File: src/rtl/mmp_spdif_sample_bridge.sv
// ---------------------------------------------------------------------------
// mmp_spdif_sample_bridge
//
// Feeds the S/PDIF transmitter wrapper with processed audio samples. Samples
// from the mixer (already in the i_CLK_SPDIF domain) are queued in a small
// FIFO. Each transmitter request pops one sample. The popped sample is scaled
// by a ramped gain and saturated. The result is then held on o_SOUND until
// the next request. When the FIFO runs dry, the last output is held and an
// underrun is flagged.
//
// Handshake: i_SAMPLE_VALID and i_REQ are single-cycle strobes with no
// back-pressure. A write is accepted when the FIFO is not full, or when a pop
// happens in the same cycle. Otherwise the write is dropped and o_OVERRUN
// pulses. A request is served when the FIFO is non-empty. Otherwise
// o_UNDERRUN pulses and o_SOUND keeps its value. There is no write-to-read
// bypass.
//
// Ports:
//   i_CLK_SPDIF     S/PDIF clock, rising edge
//   i_RST_n         synchronous active-low reset
//   i_SAMPLE_VALID  write strobe for i_SAMPLE
//   i_SAMPLE        signed 16-bit input sample
//   i_GAIN          unsigned gain, 128 = unity
//   i_MUTE          level; ramps gain to 0 while high
//   i_REQ           pop strobe from the transmitter
//   o_SOUND         processed sample (registered)
//   o_LEVEL         FIFO occupancy 0..2**DEPTH_LOG2
//   o_UNDERRUN      pulse: request with empty FIFO
//   o_OVERRUN       pulse: write dropped because FIFO full
//   o_MUTED         high while muted and gain has reached 0
//   o_DBG_GAIN      current ramped gain (debug)
//   o_DBG_RAMP      ramp FSM state, 1 = RAMP (debug)
// ---------------------------------------------------------------------------
module mmp_spdif_sample_bridge #(
    parameter int DEPTH_LOG2 = 2,
    parameter int RAMP_STEP  = 1
) (
    input  logic                    i_CLK_SPDIF,
    input  logic                    i_RST_n,
    input  logic                    i_SAMPLE_VALID,
    input  logic [15:0]             i_SAMPLE,
    input  logic [7:0]              i_GAIN,
    input  logic                    i_MUTE,
    input  logic                    i_REQ,
    output logic [15:0]             o_SOUND,
    output logic [DEPTH_LOG2:0]     o_LEVEL,
    output logic                    o_UNDERRUN,
    output logic                    o_OVERRUN,
    output logic                    o_MUTED,
    output logic [7:0]              o_DBG_GAIN,
    output logic                    o_DBG_RAMP
);

    localparam int                DEPTH = 1 << DEPTH_LOG2;
    localparam logic [DEPTH_LOG2:0] FULL_LEVEL = (DEPTH_LOG2 + 1)'(DEPTH);
    localparam logic [8:0]        STEP = 9'(RAMP_STEP);

    typedef enum logic [0:0] {
        STEADY = 1'b0,
        RAMP   = 1'b1
    } ramp_state_t;

    // ---------------- state ----------------
    logic [15:0]           mem_q [DEPTH];
    logic [15:0]           mem_d [DEPTH];
    logic [DEPTH_LOG2-1:0] wr_ptr_q, wr_ptr_d;
    logic [DEPTH_LOG2-1:0] rd_ptr_q, rd_ptr_d;
    logic [DEPTH_LOG2:0]   level_q, level_d;
    logic [15:0]           sound_q, sound_d;
    logic                  underrun_q, underrun_d;
    logic                  overrun_q, overrun_d;
    logic                  muted_q, muted_d;
    logic [7:0]            gain_q, gain_d;
    ramp_state_t           state_q, state_d;

    // ---------------- FIFO control ----------------
    logic full, empty, push, pop;

    always_comb begin
        full  = (level_q == FULL_LEVEL);
        empty = (level_q == '0);
        pop   = i_REQ && !empty;
        // A pop in the same cycle frees the slot that the write needs.
        push  = i_SAMPLE_VALID && (!full || pop);
    end

    always_comb begin
        mem_d    = mem_q;
        wr_ptr_d = wr_ptr_q;
        rd_ptr_d = rd_ptr_q;
        level_d  = level_q;
        if (push) begin
            mem_d[wr_ptr_q] = i_SAMPLE;
            wr_ptr_d        = wr_ptr_q + 1'b1;
        end
        if (pop) begin
            rd_ptr_d = rd_ptr_q + 1'b1;
        end
        case ({push, pop})
            2'b10:   level_d = level_q + 1'b1;
            2'b01:   level_d = level_q - 1'b1;
            default: level_d = level_q;
        endcase
        underrun_d = i_REQ && empty;
        overrun_d  = i_SAMPLE_VALID && full && !pop;
    end

    // ---------------- gain and saturation ----------------
    // Signed sample times zero-extended 9-bit gain. The largest magnitude is
    // 32768*255, so 25 bits hold the product exactly.
    logic signed [24:0] s_ext, g_ext, prod, shifted;
    logic [15:0]        scaled;

    always_comb begin
        s_ext   = {{9{mem_q[rd_ptr_q][15]}}, mem_q[rd_ptr_q]};
        g_ext   = {17'b0, gain_q};
        prod    = s_ext * g_ext;
        shifted = prod >>> 7;
        if (shifted > 25'sd32767) begin
            scaled = 16'h7fff;
        end else if (shifted < -25'sd32768) begin
            scaled = 16'h8000;
        end else begin
            scaled = shifted[15:0];
        end
        // The product uses the gain from before this cycle's ramp step.
        sound_d = pop ? scaled : sound_q;
    end

    // ---------------- ramp FSM ----------------
    logic [7:0] target;
    logic [8:0] diff;
    logic [7:0] stepped;

    always_comb begin
        target = i_MUTE ? 8'd0 : i_GAIN;
        // Move one step toward the target, clamping so it never overshoots.
        if (target >= gain_q) begin
            diff    = {1'b0, target} - {1'b0, gain_q};
            stepped = (diff > STEP) ? 8'(gain_q + STEP[7:0]) : target;
        end else begin
            diff    = {1'b0, gain_q} - {1'b0, target};
            stepped = (diff > STEP) ? 8'(gain_q - STEP[7:0]) : target;
        end

        state_d = state_q;
        gain_d  = gain_q;
        case (state_q)
            STEADY: begin
                if (target != gain_q) begin
                    state_d = RAMP;
                end
            end
            RAMP: begin
                if (i_REQ) begin
                    gain_d = stepped;
                    if (stepped == target) begin
                        state_d = STEADY;
                    end
                end
            end
            default: state_d = STEADY;
        endcase

        muted_d = i_MUTE && (gain_q == 8'd0);
    end

    // ---------------- registers ----------------
    always_ff @(posedge i_CLK_SPDIF) begin
        if (!i_RST_n) begin
            wr_ptr_q   <= '0;
            rd_ptr_q   <= '0;
            level_q    <= '0;
            sound_q    <= 16'h0000;
            underrun_q <= 1'b0;
            overrun_q  <= 1'b0;
            muted_q    <= 1'b0;
            gain_q     <= 8'd0;
            state_q    <= STEADY;
        end else begin
            wr_ptr_q   <= wr_ptr_d;
            rd_ptr_q   <= rd_ptr_d;
            level_q    <= level_d;
            sound_q    <= sound_d;
            underrun_q <= underrun_d;
            overrun_q  <= overrun_d;
            muted_q    <= muted_d;
            gain_q     <= gain_d;
            state_q    <= state_d;
        end
    end

    // Storage needs no reset. The pointers and level already make stale
    // entries unreachable.
    always_ff @(posedge i_CLK_SPDIF) begin
        mem_q <= mem_d;
    end

    assign o_SOUND    = sound_q;
    assign o_LEVEL    = level_q;
    assign o_UNDERRUN = underrun_q;
    assign o_OVERRUN  = overrun_q;
    assign o_MUTED    = muted_q;
    assign o_DBG_GAIN = gain_q;
    assign o_DBG_RAMP = (state_q == RAMP);

endmodule

File: config.mk
export PLATFORM = sky130hd
export DESIGN_NAME = mmp_spdif_sample_bridge
export DESIGN_NICKNAME = d
export VERILOG_FILES = /design/src/rtl/mmp_spdif_sample_bridge.sv
export SDC_FILE = /design/constraint.sdc
export NUM_CORES = 1
export LEC_CHECK = 0
export BUFFER_PORTS_ARGS = -buffer_cell sky130_fd_sc_hd__buf_2
export CAP_MARGIN = 10
export CORE_ASPECT_RATIO = 0.75
export CORE_UTILIZATION = 40
export DETAILED_ROUTE_END_ITERATION = 16
export GPL_ROUTABILITY_DRIVEN = 0
export PLACE_DENSITY = 0.64
export SKIP_LAST_GASP = 1
export SYNTH_ARGS = -nofsm -noshare
export SYNTH_HDL_FRONTEND = slang
export SYNTH_SLANG_ARGS = --single-unit
export TNS_END_PERCENT = 1
File: constraint.sdc
create_clock -name i_CLK_SPDIF -period 7.6 [get_ports i_CLK_SPDIF]
set_clock_uncertainty 0.05 [all_clocks]
set_input_delay 0.76 -clock i_CLK_SPDIF [delete_from_list [all_inputs] [get_ports i_CLK_SPDIF]]
set_output_delay 0.76 -clock i_CLK_SPDIF [all_outputs]
set_load 0.1 [all_outputs]
==> flow_metrics.tcl <==
set metrics [dict create \
    cts-resized-gates 0 \
    status "finished, final reports clean" \
    hold_path_depth 2 \
    hold_path_end "o_SOUND[15]$_SDFFE_PN0P_" \
    arrival_ns 6.70 \
    nFillCells 2313 \
    critPathMaxStageDelay_ns 0.71 \
    grt_pass1_wl_mm 37.3 \
    synthArstFlopShare 0 \
    rrSetupSlack_ns 1.13 \
    tightest_slew_ns 1.10 \
    antenna_cells 0 \
    ctsHtreeMaxLevel 3 \
    yosysWarnings 0 \
    start_util 0.407 \
    core_um2 23900 \
    ys.flop_type "edfxtp_1" \
    port-buffer-count 59 \
    clk_pin_slew_worst_paths_ns 0.08 \
    crit_slowest_cell "mux4_1" \
    syn_area_per_cell_um2 9.94 \
    vdd.ir_drop.worst_mv 0.162 \
    antenna_found_initial 0 \
    fin_tns_setup_ns 0 \
    synth_area_leaders "fa_1, edfxtp_1, ha_1" \
    die_w_um 182 \
    final_antenna_net_count 0 \
    synth_cells 979 \
    final_common_cell "inv_1" \
    vias 7063 \
    cts-root-buf "clkbuf_16" \
    grt.overflow.total 0 \
    drt_iter0_drc 390 \
    max_freq_mhz 155 \
    clock-sinks 99 \
    synthDistinctLibCells 71 \
    finalHoldViolCount 0 \
    hold_class "reg -> reg" \
    area_growth_pct 8.94 \
    max_cap_violations 0 \
    drc 0 \
    die_h_um 137 \
    final_cell_mix "inv_1, fa_1, and2_1" \
    netlist_area_um2 9740 \
    ios 60 \
    power.density_nw_per_um2 299 \
    synth_top_cell_by_area "fa_1" \
    wl_mm 22.5 \
    critPathKind "reg -> reg" \
    clk-insertion-delay-late_ns 0.36 \
    post-route-period-util 0.851 \
    fin_cells 1333 \
    fin_util 0.444 \
    postCtsHoldBufs 0 \
    holdWs_ns 0.459 \
    synth-seq-area-share 0.269 \
    place_inst 1317 \
    p_leak_nw 4.79 \
    drt_pass1_iterations 5 \
    relSlewSlack 0.269 \
    startpoint_type "flip-flop" \
    path_cells "buf_4 > mux4_1 > and2_1 > fa_1 > inv_1 > fa_1 > inv_1 > fa_1 > inv_1 > fa_1 > inv_1 > ha_1 > nand2_1 > nor2_1 > nand2_1 > a2111oi_4 > or2_2 > nor4_1 > a311oi_2 > nor2b_1 > a21oi_1" \
    rsz0062_at_grt "false" \
    r2r_end "o_SOUND[4]$_SDFFE_PN0P_" \
    worst_setup_path_end_kind "flip-flop" \
    required_ns 7.83 \
    min_period_ns 6.47 \
    final-max-slew-violation-count 0 \
    cts_buffers 9 \
    layout-drive-gt1-share 0.117 \
    reg2reg_from "rd_ptr_q[0]$_SDFFE_PN0P_" \
    critPathMaxFanout 11 \
    syn_nets 1182 \
    worstRegToRegCells 21 \
    rows 49 \
    hold_start "o_SOUND[15]$_SDFFE_PN0P_" \
    avgViaCountPerCell 5.30 \
    final_nets 1225 \
    grt_max_degree 32 \
    first_global_vias 7044 \
    clk_path_buf_depth 2 \
    fp.dieArea_um2 25000 \
    power.total_mw 3.17 \
    grt_usage 0.192 \
    yosysTopAreaCellShare 0.214 \
    setup_viol 0 \
    cts_tree "built" \
    place.detailed.hpwl_mm 17.7 \
    synth_seq_cells 99 \
    synth-edff-count 64 \
    postCtsSetupRepairBufs 0 \
    post_drt_wl_per_cell_um 16.9 \
]
-- sequential cells by signal (all words and copies together), names as in the netlist --
register,count
o_UNDERRUN,1
rd_ptr_q,2
o_OVERRUN,1
o_LEVEL,3
o_SOUND,16
mem_q,64
o_DBG_GAIN,8
o_DBG_RAMP,1
o_MUTED,1
wr_ptr_q,2
-- stage by stage --
stage	setup WS [ns]	instance area (um2)
5_1_grt	0.655	10600
4_1_cts	1.08	10600
3_5_place_dp	1.14	10300
6_report	1.13	10600
2_1_floorplan	1.31	9740
3_3_place_gp	1.25	10300
-- metal layers --
| layer | vias to the layer above | share of wire | GRT usage |
|---|---|---|---|
| li1 | 3361 | - | - |
| met1 | 3524 | 0.47 | 0.276 |
| met2 | 167 | 0.47 | 0.316 |
| met3 | 11 | 0.048 | 0.0266 |
| met4 | 0 | 0.0068 | 0.0299 |
| met5 | - | 0 | 0 |
-- synth_stat cells (3+ instances only) --
master / instances
inv_1: 168
fa_1: 104
and2_1: 79
nand2_1: 78
ha_1: 70
edfxtp_1: 64
nor2_1: 41
o21ai_0: 37
dfxtp_1: 35
a21oi_1: 34
xnor2_1: 26
clkbuf_1: 22
mux4_2: 15
nand2b_1: 13
and3_1: 12
nor2b_1: 10
a211oi_1: 9
nand3_1: 9
nor3_1: 9
o21a_1: 9
o211ai_1: 8
o22ai_1: 8
xor2_1: 8
buf_2: 7
a21o_1: 6
a31oi_1: 6
nand4_1: 6
or2_2: 6
o21bai_1: 5
or3_1: 5
nor4_1: 4
o21ai_1: 4
o221a_1: 4
o31a_1: 4
a221oi_1: 3
buf_1: 3
o2111ai_1: 3
o221ai_1: 3
o31ai_1: 3
-- layout make-up --
| cell class | instances | area (um2) | area share |
|---|---|---|---|
| Multi-Input combinational cell | 676 | 6320 | 0.595 |
| Inverter | 168 | 631 | 0.0595 |
| Clock inverter | 7 | 66.3 | 0.00625 |
| Clock buffer | 9 | 225 | 0.0212 |
| Timing Repair Buffer | 68 | 363 | 0.0342 |
| Tap cell | 306 | 383 | 0.0361 |
| Sequential cell | 99 | 2620 | 0.247 |
-- worst max-delay path by stage --
stage / endpoint / slack, ns / from
floorplan: o_SOUND[6]$_SDFFE_PN0P_ / 1.31 / o_DBG_GAIN[2]$_SDFFE_PN0P_
global placement: o_SOUND[4]$_SDFFE_PN0P_ / 1.25 / rd_ptr_q[0]$_SDFFE_PN0P_
detailed placement: o_SOUND[14]$_SDFFE_PN0P_ / 1.14 / rd_ptr_q[0]$_SDFFE_PN0P_
CTS: o_SOUND[14]$_SDFFE_PN0P_ / 1.08 / rd_ptr_q[0]$_SDFFE_PN0P_
global route: o_SOUND[14]$_SDFFE_PN0P_ / 0.66 / rd_ptr_q[0]$_SDFFE_PN0P_
finish: o_SOUND[4]$_SDFFE_PN0P_ / 1.13 / rd_ptr_q[0]$_SDFFE_PN0P_
-- cells by family (layout without fill, tap and decap cells) --
group | after synthesis | in the layout | share of synthesized area
AOI/OAI and AO/OA | 167 | 167 | 0.122
DFF | 99 | 99 | 0.269
buffers and inverters | 204 | 252 | 0.0819
muxes | 18 | 18 | 0.0395
adders and majority gates | 174 | 174 | 0.304
xor gates and xnor gates | 34 | 34 | 0.0306
and+or+nand+nor | 283 | 283 | 0.153
-- power by group --
part           switching, mW  internal (mW)
clock                  0.228          0.232
sequential            0.0699          0.656
combinational           1.33          0.655
total                   1.63           1.54
-- critical path: cells and delay by family (launching register included) --
| family | cells | cell delay, ns |
|---|---|---|
| AOI/OAI and AO/OA | 3 | 1.20 |
| muxes | 1 | 0.71 |
| adders and majority gates | 5 | 2.48 |
| DFF | 1 | 0.33 |
| buffers and inverters | 5 | 0.49 |
| and+or+nand+nor | 7 | 1.12 |
(Power assumes the default switching activity.)
